### src/rtl/minesweeper_pkg.sv
// Shared minesweeper constants: cell/cover encodings, opener FSM states and
// the 8-neighbour offset table used by the flood-fill opener.
package minesweeper_pkg;

  localparam logic [4:0] CELL_MINE      = 5'b11111;
  localparam logic [1:0] COVER_HIDDEN   = 2'b00;
  localparam logic [1:0] COVER_OPEN     = 2'b01;
  localparam int         COVER_FLAG_BIT = 1;

  typedef enum logic [2:0] {
    S_IDLE = 3'd0,
    S_POP  = 3'd1,
    S_READ = 3'd2,
    S_PUSH = 3'd3,
    S_DONE = 3'd4
  } ff_state_t;

  // Neighbour order: (-1,-1) (0,-1) (+1,-1) (-1,0) (+1,0) (-1,+1) (0,+1) (+1,+1)
  function automatic logic signed [1:0] nb_dx(input logic [2:0] idx);
    case (idx)
      3'd0, 3'd3, 3'd5: nb_dx = 2'sb11;
      3'd1, 3'd6:       nb_dx = 2'sb00;
      default:          nb_dx = 2'sb01;
    endcase
  endfunction

  function automatic logic signed [1:0] nb_dy(input logic [2:0] idx);
    case (idx)
      3'd0, 3'd1, 3'd2: nb_dy = 2'sb11;
      3'd3, 3'd4:       nb_dy = 2'sb00;
      default:          nb_dy = 2'sb01;
    endcase
  endfunction

endpackage

### src/rtl/coord_fifo.sv
// Synchronous FIFO holding packed {y,x} cell coordinates for the flood fill.
// Read data is the head entry, available combinationally while not empty.
module coord_fifo #(
  parameter int WIDTH = 8,
  parameter int DEPTH = 256
) (
  input  logic             clk,
  input  logic             reset,
  input  logic             push,
  input  logic [WIDTH-1:0] din,
  input  logic             pop,
  output logic [WIDTH-1:0] dout,
  output logic             empty,
  output logic             full
);

  localparam int PTR_W = (DEPTH > 1) ? $clog2(DEPTH) : 1;
  localparam int CNT_W = $clog2(DEPTH + 1);

  logic [WIDTH-1:0] mem [DEPTH];
  logic [PTR_W-1:0] wr_ptr;
  logic [PTR_W-1:0] rd_ptr;
  logic [CNT_W-1:0] count;
  logic             do_push;
  logic             do_pop;

  assign empty   = (count == '0);
  assign full    = (count == CNT_W'(DEPTH));
  assign do_push = push && !full;
  assign do_pop  = pop && !empty;
  assign dout    = mem[rd_ptr];

  always_ff @(posedge clk) begin
    if (do_push) begin
      mem[wr_ptr] <= din;
    end
  end

  always_ff @(posedge clk) begin
    if (reset) begin
      wr_ptr <= '0;
      rd_ptr <= '0;
      count  <= '0;
    end else begin
      if (do_push) begin
        wr_ptr <= (wr_ptr == PTR_W'(DEPTH - 1)) ? '0 : wr_ptr + PTR_W'(1);
      end
      if (do_pop) begin
        rd_ptr <= (rd_ptr == PTR_W'(DEPTH - 1)) ? '0 : rd_ptr + PTR_W'(1);
      end
      case ({do_push, do_pop})
        2'b10:   count <= count + CNT_W'(1);
        2'b01:   count <= count - CNT_W'(1);
        default: count <= count;
      endcase
    end
  end

endmodule

### src/rtl/flood_fill.sv
// Flood-fill opener: reveals the requested cell and, through a BFS queue and a
// visited bitmap, every connected zero region plus its numbered border.
module flood_fill
  import minesweeper_pkg::*;
#(
  parameter int X_SIZE = 16,
  parameter int Y_SIZE = 16,
  parameter int X_BITS = 4,
  parameter int Y_BITS = 4
) (
  input  logic                     clk,
  input  logic                     reset,
  input  logic                     start,
  input  logic [X_BITS-1:0]        start_x,
  input  logic [Y_BITS-1:0]        start_y,
  output logic [X_BITS-1:0]        rd_x,
  output logic [Y_BITS-1:0]        rd_y,
  input  logic [4:0]               rd_board_val,
  input  logic [1:0]               rd_cover_val,
  output logic                     open_req,
  output logic [X_BITS-1:0]        open_x,
  output logic [Y_BITS-1:0]        open_y,
  output logic                     busy,
  output logic                     done,
  output logic [X_BITS+Y_BITS:0]   opened_count
);

  localparam int CELL_W = X_BITS + Y_BITS;
  localparam int CELLS  = X_SIZE * Y_SIZE;
  localparam logic [X_BITS:0] X_LIM = (X_BITS + 1)'(X_SIZE);
  localparam logic [Y_BITS:0] Y_LIM = (Y_BITS + 1)'(Y_SIZE);

  ff_state_t          state;
  logic [2:0]         nb_idx;
  logic [CELLS-1:0]   visited;
  logic signed [1:0]  dx;
  logic signed [1:0]  dy;
  logic [X_BITS:0]    nx;
  logic [Y_BITS:0]    ny;
  logic               in_bounds;
  logic [CELL_W-1:0]  nb_cell;
  logic [CELL_W-1:0]  start_cell;
  logic               start_go;
  logic               nb_push;
  logic               fifo_push;
  logic               fifo_pop;
  logic [CELL_W-1:0]  fifo_din;
  logic [CELL_W-1:0]  fifo_dout;
  logic               fifo_empty;
  logic               fifo_full;

  assign dx = nb_dx(nb_idx);
  assign dy = nb_dy(nb_idx);
  // Values past the edge go negative or reach the size; the unsigned compare rejects both.
  assign nx = {1'b0, rd_x} + {{(X_BITS - 1){dx[1]}}, dx};
  assign ny = {1'b0, rd_y} + {{(Y_BITS - 1){dy[1]}}, dy};
  assign in_bounds = (nx < X_LIM) && (ny < Y_LIM);

  assign nb_cell    = CELL_W'(ny[Y_BITS-1:0]) * CELL_W'(X_SIZE) + CELL_W'(nx[X_BITS-1:0]);
  assign start_cell = CELL_W'(start_y) * CELL_W'(X_SIZE) + CELL_W'(start_x);

  assign start_go  = (state == S_IDLE) && start;
  assign nb_push   = (state == S_PUSH) && in_bounds && !visited[nb_cell] && !fifo_full;
  assign fifo_push = start_go || nb_push;
  assign fifo_pop  = (state == S_POP) && !fifo_empty;
  assign fifo_din  = start_go ? {start_y, start_x} : {ny[Y_BITS-1:0], nx[X_BITS-1:0]};

  assign open_req = (state == S_READ) && (rd_cover_val == COVER_HIDDEN);
  assign open_x   = rd_x;
  assign open_y   = rd_y;

  coord_fifo #(
    .WIDTH(CELL_W),
    .DEPTH(CELLS)
  ) u_fifo (
    .clk  (clk),
    .reset(reset),
    .push (fifo_push),
    .din  (fifo_din),
    .pop  (fifo_pop),
    .dout (fifo_dout),
    .empty(fifo_empty),
    .full (fifo_full)
  );

  // Fill sequencer: dequeue, inspect, open, and expand zero cells one neighbour per cycle.
  always_ff @(posedge clk) begin
    if (reset) begin
      state        <= S_IDLE;
      nb_idx       <= 3'd0;
      visited      <= '0;
      rd_x         <= '0;
      rd_y         <= '0;
      busy         <= 1'b0;
      done         <= 1'b0;
      opened_count <= '0;
    end else begin
      done <= 1'b0;
      case (state)
        S_IDLE: begin
          if (start) begin
            visited             <= '0;
            visited[start_cell] <= 1'b1;
            opened_count        <= '0;
            busy                <= 1'b1;
            state               <= S_POP;
          end
        end
        S_POP: begin
          if (fifo_empty) begin
            done  <= 1'b1;
            state <= S_DONE;
          end else begin
            rd_x  <= fifo_dout[X_BITS-1:0];
            rd_y  <= fifo_dout[CELL_W-1:X_BITS];
            state <= S_READ;
          end
        end
        S_READ: begin
          if (open_req) begin
            opened_count <= opened_count + (CELL_W + 1)'(1);
          end
          nb_idx <= 3'd0;
          state  <= (open_req && rd_board_val == 5'd0) ? S_PUSH : S_POP;
        end
        S_PUSH: begin
          if (nb_push) begin
            visited[nb_cell] <= 1'b1;
          end
          nb_idx <= nb_idx + 3'd1;
          if (nb_idx == 3'd7) begin
            state <= S_POP;
          end
        end
        S_DONE: begin
          busy  <= 1'b0;
          state <= S_IDLE;
        end
        default: begin
          busy  <= 1'b0;
          state <= S_IDLE;
        end
      endcase
    end
  end

endmodule

### config.mk
export PLATFORM = sky130hd
export DESIGN_NAME = flood_fill
export DESIGN_NICKNAME = d
export VERILOG_FILES = /design/src/rtl/minesweeper_pkg.sv /design/src/rtl/coord_fifo.sv /design/src/rtl/flood_fill.sv
export SDC_FILE = /design/constraint.sdc
export NUM_CORES = 2
export LEC_CHECK = 0
export BUFFER_PORTS_ARGS = -buffer_cell sky130_fd_sc_hd__buf_4
export CAP_MARGIN = 20
export CELL_PAD_IN_SITES_DETAIL_PLACEMENT = 2
export CELL_PAD_IN_SITES_GLOBAL_PLACEMENT = 2
export CORE_MARGIN = 5
export CORE_UTILIZATION = 40
export CTS_BUF_LIST = sky130_fd_sc_hd__clkbuf_2
export CTS_CLUSTER_SIZE = 28
export DETAILED_ROUTE_END_ITERATION = 6
export MAX_ROUTING_LAYER = met4
export PLACE_DENSITY = 0.66
export SYNTH_ARGS = -nofsm -noshare
export SYNTH_HDL_FRONTEND = slang
export SYNTH_SLANG_ARGS = --single-unit
### constraint.sdc
create_clock -name clk -period 17.85 [get_ports clk]
set_clock_uncertainty 0.1 [all_clocks]
set_input_delay 0.8925 -clock clk [delete_from_list [all_inputs] [get_ports clk]]
set_output_delay 0.8925 -clock clk [all_outputs]
set_load 0.01 [all_outputs]
# Word-level counts from Yosys, hierarchy flattened
# Memory sizes are Yosys's and may differ from the RTL's. A register that Yosys moved wholly into a read port is not among the register bits.
# Index checks and enable logic that the tools add are counted.
# op_classes
addsub,10
multipliers,0
div_mod_pow,0
magnitude_cmp,6
n_eq_ne,19
n_shift,0
muxes,29
bitwise_logic,4
n_reduce_logical,36
# op_table
cell,count
256-bit two-way mux,2
256-bit case mux with 2 select lines,1
256-bit OR,1
9-bit case mux with 2 select lines,2
8-bit two-way mux,3
9-bit by 1-bit adder with 9-bit output (second input constant),2
8-bit by 9-bit less-than comparator with 1-bit output (second input constant),2
9-bit two-way mux,2
8-bit by 1-bit adder with 8-bit output (second input constant),2
8-bit by 4-bit adder with 8-bit output,2
1-bit demux with 8-bit select,2
8-bit equality test (second input constant),2
8-bit by 1-bit >= comparator with 1-bit output (second input constant),2
3-bit by 2-bit equality test with 1-bit output (second input constant),4
3-bit equality test (second input constant),4
1-bit logical AND,12
3-bit case mux with 4 select lines,1
4-bit by 5-bit adder with 5-bit output,2
5-bit less-than comparator (second input constant),2
9-bit equality test (second input constant),1
9-bit logical NOT,1
3-bit two-way mux,3
3-bit OR reduction,3
9-bit by 1-bit subtractor with 9-bit output (second input constant),1
22 further kinds,45
# totals
regBits,298
latchBits,0
ram_bits,2048
romBits,0
input_bits,18
out_inout_bits,28
elab_cells,114
n_memories,1
# memory_table
memory,depth,word_bits,rd,rd_ports_with_merged_regs,write_ports,line_no,rtl
u_fifo.mem,256,8,1,1,1,coord_fifo.sv:20,logic [WIDTH-1:0] mem [DEPTH];

# Longest topological paths before layout
# logic_depth
word_depth,14
depth_mapped,32
ltp_nobuf,27

# Cells and area by module
# Synthesis repeated with hierarchy kept, for this count alone.
# hier_totals
hier_cells,6263
hier_area_um2,100071.0
# modules_own_cells
mod,n_inst,cells_each,area_each_um2,seq_area_each_um2
coord_fifo,1,3942,81032.7,62159.6
flood_fill,1,2321,19038.3,5625.4

# Least setup slack after synthesis
# Ideal clock, no wire load.
# synth_path
path_type,flip-flop to flip-flop
from,register nb_idx[0]
to,memory u_fifo.mem[0][3] (data pin)
setup_ps,2187
arrival_ps,12432
required_ps,15563
slack_ps,3131
path_stages_with_launch,14
path_buffers,3
synth_period_minus_slack_ps,14719
path_cell_list,dfxtp_1 inv_1 ha_1 nor2b_1 a211oi_1 inv_1 ha_1 buf_2 a21oi_1 a21oi_1 or2_1 clkbuf_1 buf_2 o21ai_0
# synth_via
elab_chain_cells,5
word_cells_on_any_way,10
cone_classes,add/sub: 1; eq/ne: 4; mux: 2; reduce/logical: 3
# synth_rtl
item,line_no,rtl
start: declaration,flood_fill.sv:34,logic [2:0] nb_idx;
start signal: assignment,flood_fill.sv:130,nb_idx <= nb_idx + 3'd1;
3-bit by 2-bit equality test with 1-bit output (tied with other cells),minesweeper_pkg.sv:20,case (idx)
3-bit OR reduction or 2-bit OR reduction (tied branches),minesweeper_pkg.sv:20,
2-bit case mux with 2 select lines *,minesweeper_pkg.sv:20,
4-bit by 5-bit adder with 5-bit output *,flood_fill.sv:55,"assign nx = {1'b0, rd_x} + {{(X_BITS - 1){dx[1]}}, dx};"
8-bit two-way mux *,flood_fill.sv:66,"assign fifo_din = start_go ? {start_y, start_x} : {ny[Y_BITS-1:0], nx[X_BITS-1:0]};"
named net fifo_din[3],flood_fill.sv:47,logic [CELL_W-1:0] fifo_din;
end: declaration,coord_fifo.sv:20,
# The timed path passes the listed nets; every way through them passes the cells marked *.

# Worst setup path after layout
# layout_path
from,register nb_idx[0]
to,register u_fifo.count[8]
# layout_via
elab_chain_cells,14
word_cells_on_any_way,31
cone_classes,add/sub: 3; order compare: 2; eq/ne: 8; mux: 5; reduce/logical: 13
# layout_rtl
item,line_no,rtl
3-bit by 2-bit equality test with 1-bit output (tied with other cells),"minesweeper_pkg.sv:20, minesweeper_pkg.sv:28",
3-bit OR reduction (tied with other cells),minesweeper_pkg.sv:20,
"2-bit case mux with 2 select lines, on equally long branches","minesweeper_pkg.sv:20, minesweeper_pkg.sv:28",
"4-bit by 5-bit adder with 5-bit output, on equally long branches","flood_fill.sv:55, flood_fill.sv:56",
8-bit by 4-bit adder with 8-bit output,flood_fill.sv:59,assign nb_cell = CELL_W'(ny[Y_BITS-1:0]) * CELL_W'(X_SIZE) + CELL_W'(nx[X_BITS-1:0]);
1-bit binary-select mux with 8-bit select,flood_fill.sv:63,assign nb_push = (state == S_PUSH) && in_bounds && !visited[nb_cell] && !fifo_full;
1-bit two-way mux (implied by the code),flood_fill.sv:63,
1-bit logical NOT,flood_fill.sv:63,
1-bit logical AND * (2 in series),flood_fill.sv:63,
1-bit logical OR *,flood_fill.sv:64,assign fifo_push = start_go || nb_push;
1-bit logical AND *,coord_fifo.sv:29,assign do_push = push && !full;
2-bit by 1-bit equality test with 1-bit output or 2-bit equality test (tied branches),coord_fifo.sv:51,"case ({do_push, do_pop})"
9-bit case mux with 2 select lines or 2-bit nonzero test (tied branches),--,
end signal: assignment,coord_fifo.sv:52,2'b10: count <= count + CNT_W'(1);
end signal: assignment,coord_fifo.sv:53,2'b01: count <= count - CNT_W'(1);
end signal: assignment,coord_fifo.sv:54,default: count <= count;
end: declaration,coord_fifo.sv:23,logic [CNT_W-1:0] count;
# Every way passes the cells marked *; elsewhere a longest branch is shown, timed or not. The select of a mux whose other input is x is not followed.
# A chain may end at the register's enable or synchronous reset.

==> flow_metrics.tcl <==
set metrics [dict create \
    peakVddDrop_mv 0.1927 \
    worstPathArrival_ns 10.68 \
    cp_slowest_stage_delay_ns 1.10 \
    pwr_density_cell_nw_per_um2 134.8 \
    fillers 22842 \
    yosys_register_bits 2354 \
    grt_overflow_total 0 \
    critPathKind "reg -> reg" \
    setup_viol 0 \
    wl_per_cell_um 35.27 \
    dieArea_um2 250200 \
    seq_area_um2 67640 \
    synth_top_family_by_area "multiplexers" \
    die_y_um 500.2 \
    core_um2 239900 \
    ant_nets 0 \
    grt_setup_unrepaired "no" \
    antenna_found_initial 23 \
    syn_nets 5587 \
    synth-simple-area-share 0.05127 \
    finalCritPeriodShare 0.5074 \
    cts-resized-gates 0 \
    post-place-ws_ns 8.890 \
    ys.flop_type "edfxtp_1" \
    avgSynthCellArea_um2 17.35 \
    setup.worst_path.start_class "register" \
    fin_nets 6002 \
    postSynth.asyncResetShare 0 \
    clock_sinks 2354 \
    start_util 0.4007 \
    hpwlAfterDp_mm 190.3 \
    max_slew_margin 0.02174 \
    grt_max_degree 201 \
    vias_per_cell 6.131 \
    cap_violations 0 \
    critical_path.max_fanout 58 \
    drc 0 \
    synth-seq-area-share 0.7036 \
    place_congestion 0.8168 \
    die_x_um 500.2 \
    finalSetupTns_ns 0 \
    cts_tree "yes" \
    clk_latency_ns 1.92 \
    clk_pin_slew_worst_paths_ns 0.12 \
    drt-total-wl_mm 338.8 \
    synthAdderAreaFrac 0.004270 \
    synth_edf_count 2048 \
    layoutNonFillerInstCount 9606 \
    tightest_slew_ns 1.467 \
    area_growth_syn_to_layout_pct 10.61 \
    syn_area_um2 96110 \
    clockBufferDepth 4 \
    syn_inst 5538 \
    vias 58891 \
    fin_ws_ns 8.793 \
    cts_buffers 636 \
    endpoint_kind "register" \
    grt_pass1_wl_mm 482.2 \
    min_period_ns 9.057 \
    first_pass_iters 7 \
    ys_warn_count 0 \
    synth-compound-area-share 0.04520 \
    multi_input_area_um2 26960 \
    cts_root_buf "clkbuf_2" \
    synth-xor-area-share 0.002461 \
    path_common_cell "a21oi_1" \
    p_leak_nw 32.93 \
    synth.distinct_cells 56 \
    grt_pass1_vias 62873 \
    dp.cells 8438 \
    track_usage 0.2733 \
    synth.area.mux_share 0.1743 \
    outcome "complete, no violations" \
    crit_path_top_delay_cell "fa_4" \
    htree_levels 6 \
    hold_viol 0 \
    port_buffers 45 \
    hold_path_class "in -> reg" \
    slew_violations 0 \
    rows 180 \
    drtIter0Drc 6324 \
    top_level_ports 46 \
    timing.fmax_mhz 110.4 \
    drive_gt1_frac 0.2972 \
    required_ns 19.48 \
]
[registers in the layout, summed over array words and instances (netlist names), 4 cells and up]
register and flops:
u_fifo.mem 2048, u_fifo.wr_ptr 8, open_x 4, visited 256, u_fifo.rd_ptr 8, u_fifo.count 9, opened_count 9, open_y 4
[cell type report]
cell class,instances,share of cell area
clock inverter,177,0.01026
sequential,2354,0.6363
antenna,17,0.0004002
timing repair buffer,213,0.01838
multi-input combinational,2730,0.2536
tap,3185,0.03749
inverter,18,0.0006356
clock buffer,912,0.04294
[synth_stat cells, drive strengths merged (3+ instances only)]
cell,number,area share
a21o,7,0.00055
a21oi,488,0.025
a31oi,5,0.00033
and2,10,0.00065
and3,9,0.00059
and4,3,0.00027
buf,121,0.0059
clkbuf,315,0.012
dfxtp,306,0.064
edfxtp,2048,0.64
fa,3,0.00062
ha,28,0.0036
inv,18,0.00070
mux2,6,0.00070
mux2i,33,0.0034
mux4,726,0.17
nand2,135,0.0053
nand2b,15,0.00098
nand3,31,0.0016
nand3b,10,0.00078
nand4,27,0.0024
nor2,509,0.020
nor2b,17,0.0011
nor3,292,0.015
nor3b,13,0.0010
nor4,10,0.00065
o211ai,6,0.00047
o21ai,192,0.010
o21bai,4,0.00031
o22ai,85,0.0055
o31ai,6,0.00047
or2,4,0.00026
or3,5,0.00033
xnor2,11,0.0010
xor2,16,0.0015
[stage by stage]
stage | total power [mW] | instance area (µm²) | hold WS (ns) | utilization
3_3_place_gp | 10.15 | 99870 | 0.3677 | 0.4164
4_1_cts | 14.42 | 106200 | 0.008556 | 0.4429
6_report | 14.33 | 106300 | 0.2606 | 0.4432
3_5_place_dp | 10.34 | 99960 | 0.3794 | 0.4168
2_1_floorplan | 9.239 | 96110 | 0.3499 | -
5_1_grt | 14.93 | 106300 | 0.08173 | 0.4432
[routing by layer]
layer | part of all wire | track usage
met1 | 0.41 | 0.3703
met2 | 0.49 | 0.4300
met3 | 0.074 | 0.04597
met4 | 0.026 | 0.07871
met5 | 0 | -
[cell usage in the layout (no fill, tap or decap), drive strengths merged, types with 141 or more instances in the layout]
cell,instances
a21oi,488
clkbuf,912
nor2,509
nor3,292
edfxtp,2048
mux4,726
o21ai,192
dfxtp,306
clkinv,141
buf,155
[worst max-delay path: cells and delay by family (launching register included)]
family	cells	cell delay [ns]
simple gates	6	1.53
compound gates	12	3.18
mux	1	0.12
xor+xnor	1	0.10
fa+ha+maj	5	2.41
buf+inv	3	1.02
flops	1	0.40
[power breakdown]
part	total, mW	leakage [nW]	internal [mW]	switching [mW]
combinational	3.29	7.92	0.968	2.32
sequential	6.97	20.7	6.82	0.141
clock	4.08	4.31	1.56	2.52
total	14.3	32.9	9.36	4.98
[final timing paths]
path	start	to	slack (ns)	cells after the start
hold / removal	start_x[1]	visited[172]	0.26	6
setup / recovery	nb_idx[0]	u_fifo.count[8]	8.79	28
hold reg to reg	busy	busy	0.39	2
setup reg to reg	nb_idx[0]	u_fifo.count[8]	8.79	28
[repair_timing]
| action | in CTS | in global routing |
|---|---|---|
| hold buffers | 59 | 0 |
| hold endpoints to repair | 871 | 0 |
| setup buffers | 0 | 0 |
[cell families (layout without fill, tap and decap cells)]
| logic type | Yosys count | after routing |
|---|---|---|
| fa+ha+maj | 31 | 31 |
| simple gates | 1093 | 1093 |
| other cells | 0 | 17 |
| compound gates | 814 | 814 |
| xor+xnor | 27 | 27 |
| flops | 2354 | 2354 |
| mux | 765 | 765 |
| buf+inv | 454 | 1320 |
No activity file was read; power rests on OpenSTA's default activity.
